File: src/rtl/nv_nvdla_nocif_write_rsp.sv
// Write-response tracker: queues AW contexts, counts W beats per burst and returns in-order B responses.
// Optional burst-length checking is compiled in with `define NVDLA_NOCIF_WR_LEN_CHECK_EN.
module nv_nvdla_nocif_write_rsp #(
    parameter int AW_DEPTH = 8,
    parameter int B_DEPTH  = 8
) (
    input  logic       nvdla_core_clk,
    input  logic       nvdla_core_rstn,
    input  logic       mcif2noc_axi_aw_awvalid,
    output logic       mcif2noc_axi_aw_awready,
    input  logic [7:0] mcif2noc_axi_aw_awid,
    input  logic [1:0] mcif2noc_axi_aw_awlen,
    input  logic       mcif2noc_axi_w_wvalid,
    output logic       mcif2noc_axi_w_wready,
    input  logic       mcif2noc_axi_w_wlast,
    output logic       noc2mcif_axi_b_bvalid,
    input  logic       noc2mcif_axi_b_bready,
    output logic [7:0] noc2mcif_axi_b_bid,
    output logic       nocif_wr_len_err
);

    localparam int AA = $clog2(AW_DEPTH);
    localparam int BA = $clog2(B_DEPTH);

    logic [9:0]  r_aw_mem [AW_DEPTH];
    logic [7:0]  r_b_mem  [B_DEPTH];

    logic [AA:0] r_aw_wp;
    logic [AA:0] r_aw_rp;
    logic [BA:0] r_b_wp;
    logic [BA:0] r_b_rp;
    logic        r_awready;
    logic        r_wready;
    logic        r_bvalid;
    logic [7:0]  r_bid;
    logic [1:0]  r_beat_cnt;

    logic        w_aw_push;
    logic        w_w_acc;
    logic        w_burst_done;
    logic        w_b_pop;
    logic [AA:0] w_aw_wp_nxt;
    logic [AA:0] w_aw_rp_nxt;
    logic [BA:0] w_b_wp_nxt;
    logic [BA:0] w_b_rp_nxt;
    logic        w_aw_full_nxt;
    logic        w_aw_empty_nxt;
    logic        w_b_full_nxt;
    logic        w_b_empty_nxt;
    logic [7:0]  w_head_id;
    logic [1:0]  w_head_len;
    logic [7:0]  w_b_head_nxt;

    // Handshakes and next-state FIFO pointers/flags
    always_comb begin
        w_aw_push    = mcif2noc_axi_aw_awvalid & r_awready;
        w_w_acc      = mcif2noc_axi_w_wvalid & r_wready;
        w_burst_done = w_w_acc & mcif2noc_axi_w_wlast;
        w_b_pop      = r_bvalid & noc2mcif_axi_b_bready;

        w_aw_wp_nxt  = r_aw_wp + {{AA{1'b0}}, w_aw_push};
        w_aw_rp_nxt  = r_aw_rp + {{AA{1'b0}}, w_burst_done};
        w_b_wp_nxt   = r_b_wp + {{BA{1'b0}}, w_burst_done};
        w_b_rp_nxt   = r_b_rp + {{BA{1'b0}}, w_b_pop};

        w_aw_full_nxt  = (w_aw_wp_nxt[AA] != w_aw_rp_nxt[AA]) &&
                         (w_aw_wp_nxt[AA-1:0] == w_aw_rp_nxt[AA-1:0]);
        w_aw_empty_nxt = (w_aw_wp_nxt == w_aw_rp_nxt);
        w_b_full_nxt   = (w_b_wp_nxt[BA] != w_b_rp_nxt[BA]) &&
                         (w_b_wp_nxt[BA-1:0] == w_b_rp_nxt[BA-1:0]);
        w_b_empty_nxt  = (w_b_wp_nxt == w_b_rp_nxt);

        w_head_id  = r_aw_mem[r_aw_rp[AA-1:0]][9:2];
        w_head_len = r_aw_mem[r_aw_rp[AA-1:0]][1:0];

        // An id pushed this cycle into a draining B FIFO is the next head before it lands in memory
        if (w_burst_done && (w_b_rp_nxt[BA-1:0] == r_b_wp[BA-1:0])) begin
            w_b_head_nxt = w_head_id;
        end else begin
            w_b_head_nxt = r_b_mem[w_b_rp_nxt[BA-1:0]];
        end
    end

    // AW context storage
    always_ff @(posedge nvdla_core_clk) begin
        if (nvdla_core_rstn && w_aw_push) begin
            r_aw_mem[r_aw_wp[AA-1:0]] <= {mcif2noc_axi_aw_awid, mcif2noc_axi_aw_awlen};
        end
    end

    // Pending B-response id storage
    always_ff @(posedge nvdla_core_clk) begin
        if (nvdla_core_rstn && w_burst_done) begin
            r_b_mem[r_b_wp[BA-1:0]] <= w_head_id;
        end
    end

    // Pointers, beat counter and registered handshake outputs
    always_ff @(posedge nvdla_core_clk) begin
        if (!nvdla_core_rstn) begin
            r_aw_wp    <= {(AA+1){1'b0}};
            r_aw_rp    <= {(AA+1){1'b0}};
            r_b_wp     <= {(BA+1){1'b0}};
            r_b_rp     <= {(BA+1){1'b0}};
            r_awready  <= 1'b0;
            r_wready   <= 1'b0;
            r_bvalid   <= 1'b0;
            r_bid      <= 8'h00;
            r_beat_cnt <= 2'd0;
        end else begin
            r_aw_wp   <= w_aw_wp_nxt;
            r_aw_rp   <= w_aw_rp_nxt;
            r_b_wp    <= w_b_wp_nxt;
            r_b_rp    <= w_b_rp_nxt;
            r_awready <= ~w_aw_full_nxt;
            r_wready  <= ~w_aw_empty_nxt & ~w_b_full_nxt;
            r_bvalid  <= ~w_b_empty_nxt;
            r_bid     <= w_b_empty_nxt ? 8'h00 : w_b_head_nxt;
            if (w_burst_done) begin
                r_beat_cnt <= 2'd0;
            end else if (w_w_acc) begin
                r_beat_cnt <= r_beat_cnt + 2'd1;
            end else begin
                r_beat_cnt <= r_beat_cnt;
            end
        end
    end

    assign mcif2noc_axi_aw_awready = r_awready;
    assign mcif2noc_axi_w_wready   = r_wready;
    assign noc2mcif_axi_b_bvalid   = r_bvalid;
    assign noc2mcif_axi_b_bid      = r_bid;

`ifdef NVDLA_NOCIF_WR_LEN_CHECK_EN
    logic r_len_err;
    logic w_len_err_hit;

    // A beat is wrong if wlast disagrees with whether the count has reached awlen
    always_comb begin
        w_len_err_hit = w_w_acc &&
                        ((mcif2noc_axi_w_wlast && (r_beat_cnt != w_head_len)) ||
                         (!mcif2noc_axi_w_wlast && (r_beat_cnt == w_head_len)));
    end

    // Sticky length-error flag, cleared only by reset
    always_ff @(posedge nvdla_core_clk) begin
        if (!nvdla_core_rstn) begin
            r_len_err <= 1'b0;
        end else if (w_len_err_hit) begin
            r_len_err <= 1'b1;
        end else begin
            r_len_err <= r_len_err;
        end
    end

    assign nocif_wr_len_err = r_len_err;
`else
    logic w_unused_len;
    assign w_unused_len     = ^{w_head_len, r_beat_cnt};
    assign nocif_wr_len_err = 1'b0;
`endif

endmodule

File: config.mk
export PLATFORM = sky130hd
export DESIGN_NAME = nv_nvdla_nocif_write_rsp
export DESIGN_NICKNAME = d
export VERILOG_FILES = /design/src/rtl/nv_nvdla_nocif_write_rsp.sv
export SDC_FILE = /design/constraint.sdc
export NUM_CORES = 1
export LEC_CHECK = 0
export CORE_UTILIZATION = 50
export DETAILED_ROUTE_END_ITERATION = 7
export DONT_BUFFER_PORTS = 1
export SYNTH_ARGS = -nofsm -noshare
export SYNTH_HDL_FRONTEND = slang
export SYNTH_SLANG_ARGS = --single-unit
File: constraint.sdc
create_clock -name nvdla_core_clk -period 4.7 [get_ports nvdla_core_clk]
set_clock_uncertainty 0.05 [all_clocks]
set_input_delay 0.94 -clock nvdla_core_clk [delete_from_list [all_inputs] [get_ports nvdla_core_clk]]
set_output_delay 0.94 -clock nvdla_core_clk [all_outputs]
set_load 0.005 [all_outputs]
# After elaboration in Yosys (flattened, before gate mapping)
# Memory sizes are Yosys's and may differ from the RTL's. A register that Yosys moved wholly into a read port is not among the register bits.
# Cells that the tools add are included.
dict set report word_totals {
  word_cells 39
  mem_bits_rw 144
  register_bits 19
  in_bits 16
  n_memories 2
  out_inout_bits 12
}
dict set report classes {
  reduce_logical 5
  addsub 4
  n_bitwise 10
  mux 5
  n_eq_ne 6
}
# memory depth word_bits rd rd_clocked_by_memory_dff write_ports line_no
set memory_table {}
lappend memory_table {r_aw_mem 8 10 1 1 1 25} ;# logic [9:0] r_aw_mem [AW_DEPTH];
lappend memory_table {r_b_mem 8 8 1 1 1 26} ;# logic [7:0] r_b_mem [B_DEPTH];
# operator n
set ops {}
lappend ops {{adder 4 x 1 -> 4 bit} 4}
lappend ops {{equality test 4 bit} 2}
lappend ops {{equality test 3 bit} 2}
lappend ops {{AND 1 bit} 5}
lappend ops {{NOT 1 bit} 5}
lappend ops {{logical AND 1 bit} 4}
lappend ops {{2-to-1 mux 1 bit} 4}
lappend ops {{2-to-1 mux 3 bit} 1}
lappend ops {{!= test 1 bit} 2}
lappend ops {{OR reduction 2 bit} 1}

# Depth between registers and ports, before layout
# Gate-level depths: netlist of the first run.
dict set report logic_depth {
  depth_word 7
  ltp_mapped 9
  ltp_nobuf 7
}

# Worst setup path before layout of the first run
# OpenSTA, ideal clock, no wires.
dict set report synth_path {
  path_type {input -> register}
  start {input port noc2mcif_axi_b_bready}
  end {register r_bid[0] (netlist: noc2mcif_axi_b_bid[0]) (read register of r_b_mem)}
  path_stages 9
  required_time_ns 4.506
  setup_ns 0.144
  setup_slack_ns 1.862
  arrival_time_ns 2.644
  path_buffers 2
  cell_sequence {and2_1 ha_1 ha_1 buf_2 buf_2 mux4_2 mux2_2 mux2i_1 a211oi_1}
}
dict set report synth_between {
  elab_chain_len 4
}
# element line_no
set synth_rtl {}
lappend synth_rtl {{from (decl)} 17} ;# input logic noc2mcif_axi_b_bready,
lappend synth_rtl {{AND 1 bit *} 59} ;# w_b_pop = r_bvalid & noc2mcif_axi_b_bready;
lappend synth_rtl {{adder 4 x 1 -> 4 bit *} 64} ;# w_b_rp_nxt = r_b_rp + {{BA{1'b0}}, w_b_pop};
lappend synth_rtl {{named net w_b_rp_nxt[1]} 45} ;# logic [BA:0] w_b_rp_nxt;
lappend synth_rtl {{equality test 4 bit} 71} ;# w_b_empty_nxt = (w_b_wp_nxt == w_b_rp_nxt);
lappend synth_rtl {{OR reduction 2 bit (no source line)} --}
lappend synth_rtl {{to (decl)} 35} ;# logic [7:0] r_bid;
# Mark *: on every way through the listed nets, which the timed path passes. The rest lies on a longest branch.
# A chain may end at the register's enable or synchronous reset.

# Worst setup path after layout of the first run
dict set report layout_path {
  start {input port noc2mcif_axi_b_bready}
  end {register r_bid[4] (netlist: noc2mcif_axi_b_bid[4]) (read register of r_b_mem)}
}
# Same word-level chain as after synthesis.

==> flow_summary.yaml, run 1 <==
worst_setup_path:
  endpoint_kind: "flip-flop"
  cp.required_ns: 4.91
  crit_type: "in2reg"
  cp_max_fo: 19
  cp.arrival_ns: 3.10
  crit_path_start_kind: "input port"
cells_and_area:
  filler_cell_count: 916
  area_delta_synth_final_pct: 11.9
  drive_gt1_share_pct: 19.8
  stdcell_area_um2: 6990
  nNetsFinal: 350
  diodes: 0
placement:
  gp_congestion: 0.687
  portBuffers: 0
  place_area_um2: 6390
  dp_hpwl_mm: 6.36
sta:
  relSlewSlack_pct: 32.9
  worstMarginPinSlew_ns: 1.00
  setup_viol: 0
  max_freq_ghz: 0.345
  tns_ns: 0
  hold_viol: 0
  period_minus_slack_ns: 2.89
  fin_crit_sh_pct: 61.6
  maxSlewViolCount: 0
  rsz0062_at_grt: "false"
  holdWs_ns: 0.492
clock_tree:
  clock_path_buffers: 2
  ctsResizeCount: 0
  cts_htree_levels: 4
  cts_setup_buffers: 0
  cts.clk_slew.worst_paths_ns: 0.06
  cts_inserted_buffers: 17
  clockRootBuffer: "clkbuf_16"
  cts_tree: "built"
  clock_sinks: 155
  postCtsHoldBufs: 0
  clk_latency_ns: 0.42
floorplanning:
  core_um2: 12100
  start_util_pct: 51.5
  die_x_um: 114
  dieArea_um2: 12900
  die_h_um: 114
  rows: 40
  io_pins: 28
logic_synthesis:
  yosys_most_used_dff: "edfxtp_1"
  postSynth.asyncResetShare_pct: 0
  netlist.area_leader.share_pct: 61.6
  synth_top_area_cell: "edfxtp_1"
  synth_cell_types: 34
  synth-seq-cells: 155
  syn-num-nets: 342
  synth_edf_count: 128
  synthCells: 318
  yosysWarnings: 0
  synth_area_per_cell_um2: 19.6
  synthesis.area_um2: 6240
  ys_seq_area_share_pct: 70.2
  synth_area_leaders: "edfxtp_1 (62%), mux4_1 (8.8%), dfxtp_1 (8.7%)"
drt:
  first_pass_iters: 4
  drt_iter0_markers: 210
  wl_mm: 10.4
  routedWlPerCell_um: 20.5
  post-route-drc-count: 0
  drtAntennaViolNets: 0
  via_count: 2756
  via_per_inst: 5.44
global_route:
  grt_first_pass_wirelength_mm: 16.1
  grt_max_degree: 20
  grt_use_total_pct: 18.1
  grt_overflow: 0
  antenna_found_initial: 0
  first_global_vias: 2873
job:
  timing.max_cap.violations: 0
status:
  outcome: "finished clean"
hold_path:
  hp-class: "reg2reg"
power:
  cellLeakagePower_nw: 2.34
  p_per_area_nw_per_um2: 430
  vdd_drop_max_mv: 0.404
  fin_total_pwr_w: 0.00301
-- worst max-delay path, cell delays in order --
cell and delay (ns):
and2_1 0.12, ha_1 0.19, ha_1 0.88, mux4_1 0.42, mux2_2 0.27, mux2i_1 0.20, a211oi_1 0.08
-- layout make-up --
class	count	area [um2]	area share, %
Clock inverter	15	171	2.45
Multi-Input combinational cell	149	1780	25.4
Sequential cell	155	4380	62.7
Tap cell	168	210	3.01
Clock buffer	17	425	6.09
Timing Repair Buffer	2	15.0	0.215
Inverter	1	3.75	0.0537
-- where the power goes --
group / switching, W / internal [W] / leakage [nW]
logic: 0.0000686 / 0.0000635 / 0.684
registers: 0.0000106 / 0.00150 / 1.37
clock network: 0.000526 / 0.000834 / 0.289
total: 0.000605 / 0.00240 / 2.34
-- registers in the layout (all words and copies together) (netlist names) --
signal and flops:
r_aw_mem 64, r_b_mem 64, noc2mcif_axi_b_bid 8, r_aw_rp 4, r_aw_wp 4, r_b_rp 4, r_b_wp 4, mcif2noc_axi_aw_awready 1
mcif2noc_axi_w_wready 1, noc2mcif_axi_b_bvalid 1
-- metrics by stage --
| stage | setup slack, ns | util [%] | std cells |
|---|---|---|---|
| 6_report | 1.81 | 57.7 | 507 |
| 5_1_grt | 1.76 | 57.7 | 507 |
| 4_1_cts | 1.83 | 57.7 | 507 |
| 3_5_place_dp | 1.37 | 52.8 | 475 |
| 3_3_place_gp | 1.36 | 52.8 | 475 |
| 2_1_floorplan | 1.86 | - | 318 |
-- layer usage --
metal | wire [um] | vias up | global-route usage, %
li1 | - | 1301 | -
met1 | 4640 | 1407 | 22.3
met2 | 5240 | 37 | 29.4
met3 | 365 | 11 | 5.53
met4 | 123 | 0 | 8.42
met5 | 0 | - | 0
-- final timing paths --
kind | startpoint | endpoint | slack [ns] | cells past startpoint
min | r_aw_rp[3] | r_aw_rp[3] | 0.49 | 2
min reg2reg | r_aw_rp[3] | r_aw_rp[3] | 0.49 | 2
max | noc2mcif_axi_b_bready | noc2mcif_axi_b_bid[4] | 1.81 | 7
max reg2reg | noc2mcif_axi_b_bvalid | noc2mcif_axi_b_bid[4] | 1.98 | 7
-- cells in the final DEF (no fill, tap or decap), types with 4 or more instances in the layout --
master	count
nand3_1	5
mux4_1	21
clkbuf_16	17
edfxtp_1	128
dfxtp_1	27
mux4_2	11
a211oi_1	8
nor2_1	18
nor3_2	4
mux2i_1	8
and2_1	12
nand2b_1	5
ha_1	8
xnor2_1	8
mux2_2	16
xor2_1	10
-- cell usage after synthesis (2+ instances only) --
master	instances
nand3_1	5
buf_6	3
nand2_1	3
nor3_1	5
clkbuf_1	2
edfxtp_1	128
and2_1	12
nand2b_1	5
mux2_2	16
mux4_1	21
mux4_2	11
xnor2_1	8
xor2_1	10
dfxtp_1	27
mux2i_1	8
a211oi_1	8
ha_1	8
buf_2	5
nor2_1	18
-- logic make-up (layout without fill, tap and decap cells) --
logic type      Yosys count  count (layout)  share of synthesized area, %
compound gates           11              11                          1.46
xor+xnor                 20              20                          3.33
fa+ha+maj                 8               8                          1.60
buf+inv                  14              35                          1.62
flops                   155             155                          70.2
mux                      56              56                          17.0
other cells               1               1                        0.0601
simple gates             53              53                          4.73
No activity file was read; power rests on OpenSTA's default activity.
==> inputs of run 2 (changes only) <==
clock period = 2.8 ns   (was 4.7 ns; I/O delays follow)
==> flow_summary.yaml, run 2 (synthesis results as in run 1) <==
cells_and_area:
  most-common-layout-cells: "edfxtp_1 (128), dfxtp_1 (27), buf_4 (22)"
  area_delta_synth_final_pct: 14.1
  nNetsFinal: 371
  diodes: 0
  stdcell_area_um2: 7120
  final_common_cell: "edfxtp_1"
  filler_cell_count: 936
  drive_gt1_share_pct: 22.6
power:
  cellLeakagePower_nw: 2.43
  p_per_area_nw_per_um2: 705
  vdd_drop_max_mv: 0.415
  fin_total_pwr_w: 0.00502
sta:
  hold_viol: 0
  max_freq_ghz: 0.433
  setup_viol: 0
  worstMarginPinSlew_ns: 0.959
  fin_crit_sh_pct: 82.5
  fin_ws_ns: 0.490
  rsz0062_at_grt: "false"
  period_minus_slack_ns: 2.31
  relSlewSlack_pct: 35.6
  holdWs_ns: 0.183
  maxSlewViolCount: 0
  tns_ns: 0
global_route:
  grt_first_pass_wirelength_mm: 16.7
  grt_max_degree: 20
  grt_use_total_pct: 18.8
  grt_overflow: 0
  first_global_vias: 2928
  antenna_found_initial: 0
worst_setup_path:
  slowest_stage: "mux4_1"
  reg2reg_to: "noc2mcif_axi_b_bid[0]"
  cp.required_ns: 3.01
  r2r_setup_slack_ns: 0.49
  endpoint_kind: "flip-flop"
  cp.arrival_ns: 2.52
  r2r_start: "noc2mcif_axi_b_bvalid"
  crit_chain: "and2_1 > ha_1 > buf_12 > mux4_1 > mux2_2 > mux2i_1 > a211oi_1"
  cp-startpoint: "noc2mcif_axi_b_bvalid"
  cp_max_fo: 19
  crit_type: "reg2reg"
  critPathMaxStageDelay_ns: 0.56
  crit_path_start_kind: "flip-flop"
  reg2reg_depth: 7
clock_tree:
  clock_sinks: 155
  cts.clk_slew.worst_paths_ns: 0.06
  cts_tree: "built"
  postCtsHoldBufs: 0
  cts_inserted_buffers: 17
  clock_path_buffers: 2
  clk_latency_ns: 0.42
  cts_setup_buffers: 0
  cts_htree_levels: 4
  ctsResizeCount: 0
  clockRootBuffer: "clkbuf_16"
drt:
  post-route-drc-count: 0
  drt_iter0_markers: 165
  via_per_inst: 5.50
  wl_mm: 10.8
  routedWlPerCell_um: 20.5
  first_pass_iters: 4
  drtAntennaViolNets: 0
  via_count: 2897
hold_path:
  holdPathStages: 0
  hp-class: "in2reg"
  worstHoldEndpoint: "r_aw_mem[0][2]"
  hp-start: "mcif2noc_axi_aw_awid[0]"
placement:
  place_area_um2: 6540
  gp_congestion: 0.673
  portBuffers: 0
  pre_cts_ws_ns: 0.262
  dp_hpwl_mm: 6.62
floorplanning:
  start_util_pct: 51.5
  rows: 40
  core_um2: 12100
  die_x_um: 114
  io_pins: 28
  die_h_um: 114
  dieArea_um2: 12900
job:
  timing.max_cap.violations: 0
status:
  outcome: "finished clean"
==> run 2: critical path, delay by kind of cell, from the launching register on <==
| kind | cells | cell delay [ns] |
|---|---|---|
| AOI/OAI and AO/OA | 1 | 0.08 |
| DFF | 1 | 0.32 |
| adders and majority gates | 1 | 0.31 |
| muxes | 3 | 1.04 |
| and+or+nand+nor | 1 | 0.16 |
| buffers and inverters | 1 | 0.20 |
==> run 2: final cells by class <==
class	count	area [um2]	area share, %
sequential	155	4380	61.5
multi-input combinational	149	1760	24.7
clock buffer	18	429	6.02
tap	168	210	2.95
timing repair buffer	23	185	2.60
clock inverter	13	153	2.14
inverter	1	3.75	0.0527
==> run 2: worst max-delay path by stage <==
stage	cells past startpoint	end	slack [ns]
after CTS	7	noc2mcif_axi_b_bid[4]	0.47
after floorplan	9	noc2mcif_axi_b_bid[0]	0.34
after global placement	7	noc2mcif_axi_b_bid[0]	0.27
after global routing	6	noc2mcif_axi_b_bid[4]	0.32
after detailed placement	7	noc2mcif_axi_b_bid[4]	0.26
final	7	noc2mcif_axi_b_bid[0]	0.49
==> run 2: power breakdown <==
| part | internal [W] | switching [W] |
|---|---|---|
| registers | 0.00252 | 0.0000131 |
| clock network | 0.00139 | 0.000866 |
| logic | 0.000112 | 0.000120 |
| total | 0.00402 | 0.000999 |
==> run 2: metal layers <==
| metal | global-route usage, % | vias to the layer above | wire length (um) |
|---|---|---|---|
| met3 | 5.42 | 17 | 415 |
| met5 | 0 | - | 0 |
| li1 | - | 1341 | - |
| met1 | 22.8 | 1473 | 4510 |
| met4 | 8.16 | 0 | 182 |
| met2 | 31.5 | 66 | 5680 |
==> run 2: per-stage QoR <==
step / cells / utilization [%]
6_report: 527 / 58.8
5_1_grt: 527 / 58.8
4_1_cts: 527 / 58.8
3_5_place_dp: 496 / 54.0
3_3_place_gp: 496 / 54.0
2_1_floorplan: 318 / -
==> inputs of run 3 (changes only) <==
PLACE_DENSITY = 0.68   (was not set)
clock period = 2.1 ns   (was 2.8 ns; I/O delays follow)
==> flow_summary.yaml, run 3 (synthesis results as in run 1) <==
status:
  outcome: "finished clean"
cells_and_area:
  final_util_pct: 60.5
  filler_cell_count: 893
  diodes: 0
  final_common_cell: "edfxtp_1"
  stdcell_area_um2: 7330
  area_delta_synth_final_pct: 17.3
  nNetsFinal: 387
  drive_gt1_share_pct: 29.6
  most-common-layout-cells: "edfxtp_1 (128), buf_4 (34), dfxtp_1 (26)"
  final_cells: 543
sta:
  max_freq_ghz: 0.476
  worstMarginPinSlew_ns: 0.584
  holdWs_ns: 0.0307
  setup_viol: 0
  rsz0062_at_grt: "true"
  relSlewSlack_pct: 61.0
  period_minus_slack_ns: 2.10
  hold_viol: 0
  fin_crit_sh_pct: 100
  maxSlewViolCount: 0
hold_path:
  holdPathStages: 0
  hp-class: "in2reg"
worst_setup_path:
  crit_path_start_kind: "flip-flop"
  cp.arrival_ns: 2.34
  cp_max_fo: 6
  crit_type: "reg2reg"
  endpoint_kind: "flip-flop"
  reg2reg_depth: 7
  cp.required_ns: 2.34
global_route:
  grt_use_total_pct: 18.2
  first_global_vias: 2971
  antenna_found_initial: 0
  grt_max_degree: 19
  grt_first_pass_wirelength_mm: 16.4
  grt_overflow: 0
floorplanning:
  die_h_um: 114
  die_x_um: 114
  core_um2: 12100
  dieArea_um2: 12900
  start_util_pct: 51.5
  rows: 40
  io_pins: 28
power:
  vdd_drop_max_mv: 0.723
  cellLeakagePower_nw: 2.52
  fin_total_pwr_w: 0.00662
  p_per_area_nw_per_um2: 904
clock_tree:
  clockRootBuffer: "clkbuf_16"
  clock_path_buffers: 2
  cts.clk_slew.worst_paths_ns: 0.06
  cts_tree: "built"
  clk_latency_ns: 0.43
  cts_htree_levels: 4
  cts_inserted_buffers: 17
  postCtsHoldBufs: 0
  clock_sinks: 155
drt:
  first_pass_iters: 4
  drt_iter0_markers: 172
  via_per_inst: 5.37
  via_count: 2917
  post-route-drc-count: 0
  routedWlPerCell_um: 19.0
  wl_mm: 10.3
  drtAntennaViolNets: 0
placement:
  dp_hpwl_mm: 6.61
  dp_cells: 503
  gp_congestion: 0.720
  place_area_um2: 6660
  portBuffers: 0
job:
  timing.max_cap.violations: 0
==> run 3: changes by cell type in the layout (fill, tap and decap cells not counted), moves of 3 or more <==
cell	delta
mux2_4	+8
mux4_1	-7
mux4_2	+7
xnor2_1	-3
buf_4	+12
buf_12	+3
clkinv_4	-3
mux2_2	-8
==> run 3: metal layers <==
metal  track usage, %  up-vias  share of wire [%]
met5                0        -                  0
met4             7.37        0                1.4
met3             7.01       17                4.7
met2             29.8       55                 51
met1             21.9     1479                 43
li1                 -     1366                  -
==> run 3: where the power goes <==
group	leakage, nW	switching [W]	internal (W)	total, W
sequential	1.37	0.0000194	0.00337	0.00339
clock	0.264	0.00110	0.00171	0.00281
combinational	0.882	0.000184	0.000240	0.000425
==> run 3: worst paths after layout <==
path | end | startpoint | slack [ns]
worst max-delay path | noc2mcif_axi_b_bid[2] | noc2mcif_axi_b_bvalid | 0.0003
worst min-delay path | r_aw_mem[1][4] | mcif2noc_axi_aw_awid[2] | 0.03
worst max register to register | noc2mcif_axi_b_bid[2] | noc2mcif_axi_b_bvalid | 0.0003
worst min register to register | r_aw_rp[3] | r_aw_rp[3] | 0.47
==> run 3: worst max-delay path: stages, from the launching register on <==
cell      delay [ns]
dfxtp_2         0.32
and2_4          0.14
ha_4            0.32
buf_8           0.14
mux4_2          0.50
mux2_4          0.28
mux2i_2         0.16
a211oi_2        0.05
==> run 3: final cells by class <==
type / instances / area [um2] / share of cell area [%]
clock inverter: 12 / 106 / 1.45
tap: 168 / 210 / 2.87
sequential: 155 / 4390 / 59.9
timing repair buffer: 39 / 350 / 4.78
multi-input combinational: 149 / 1840 / 25.1
inverter: 1 / 3.75 / 0.0512
clock buffer: 19 / 433 / 5.91
==> run 3: metrics by stage <==
stage	setup TNS (ns)	worst slack [ns]
finish	0	0.000322
global route	-0.569	-0.0957
CTS	-0.0699	-0.0339
detailed placement	-1.34	-0.204
global placement	-1.25	-0.193
floorplan	-0.683	-0.0951
==> run 3: what timing repair did <==
item                       CTS  global route
gates resized for setup      9             7
pin swaps                    6             5
setup endpoints to repair    8             9
hold endpoints to repair     0             0
setup buffers               10             0
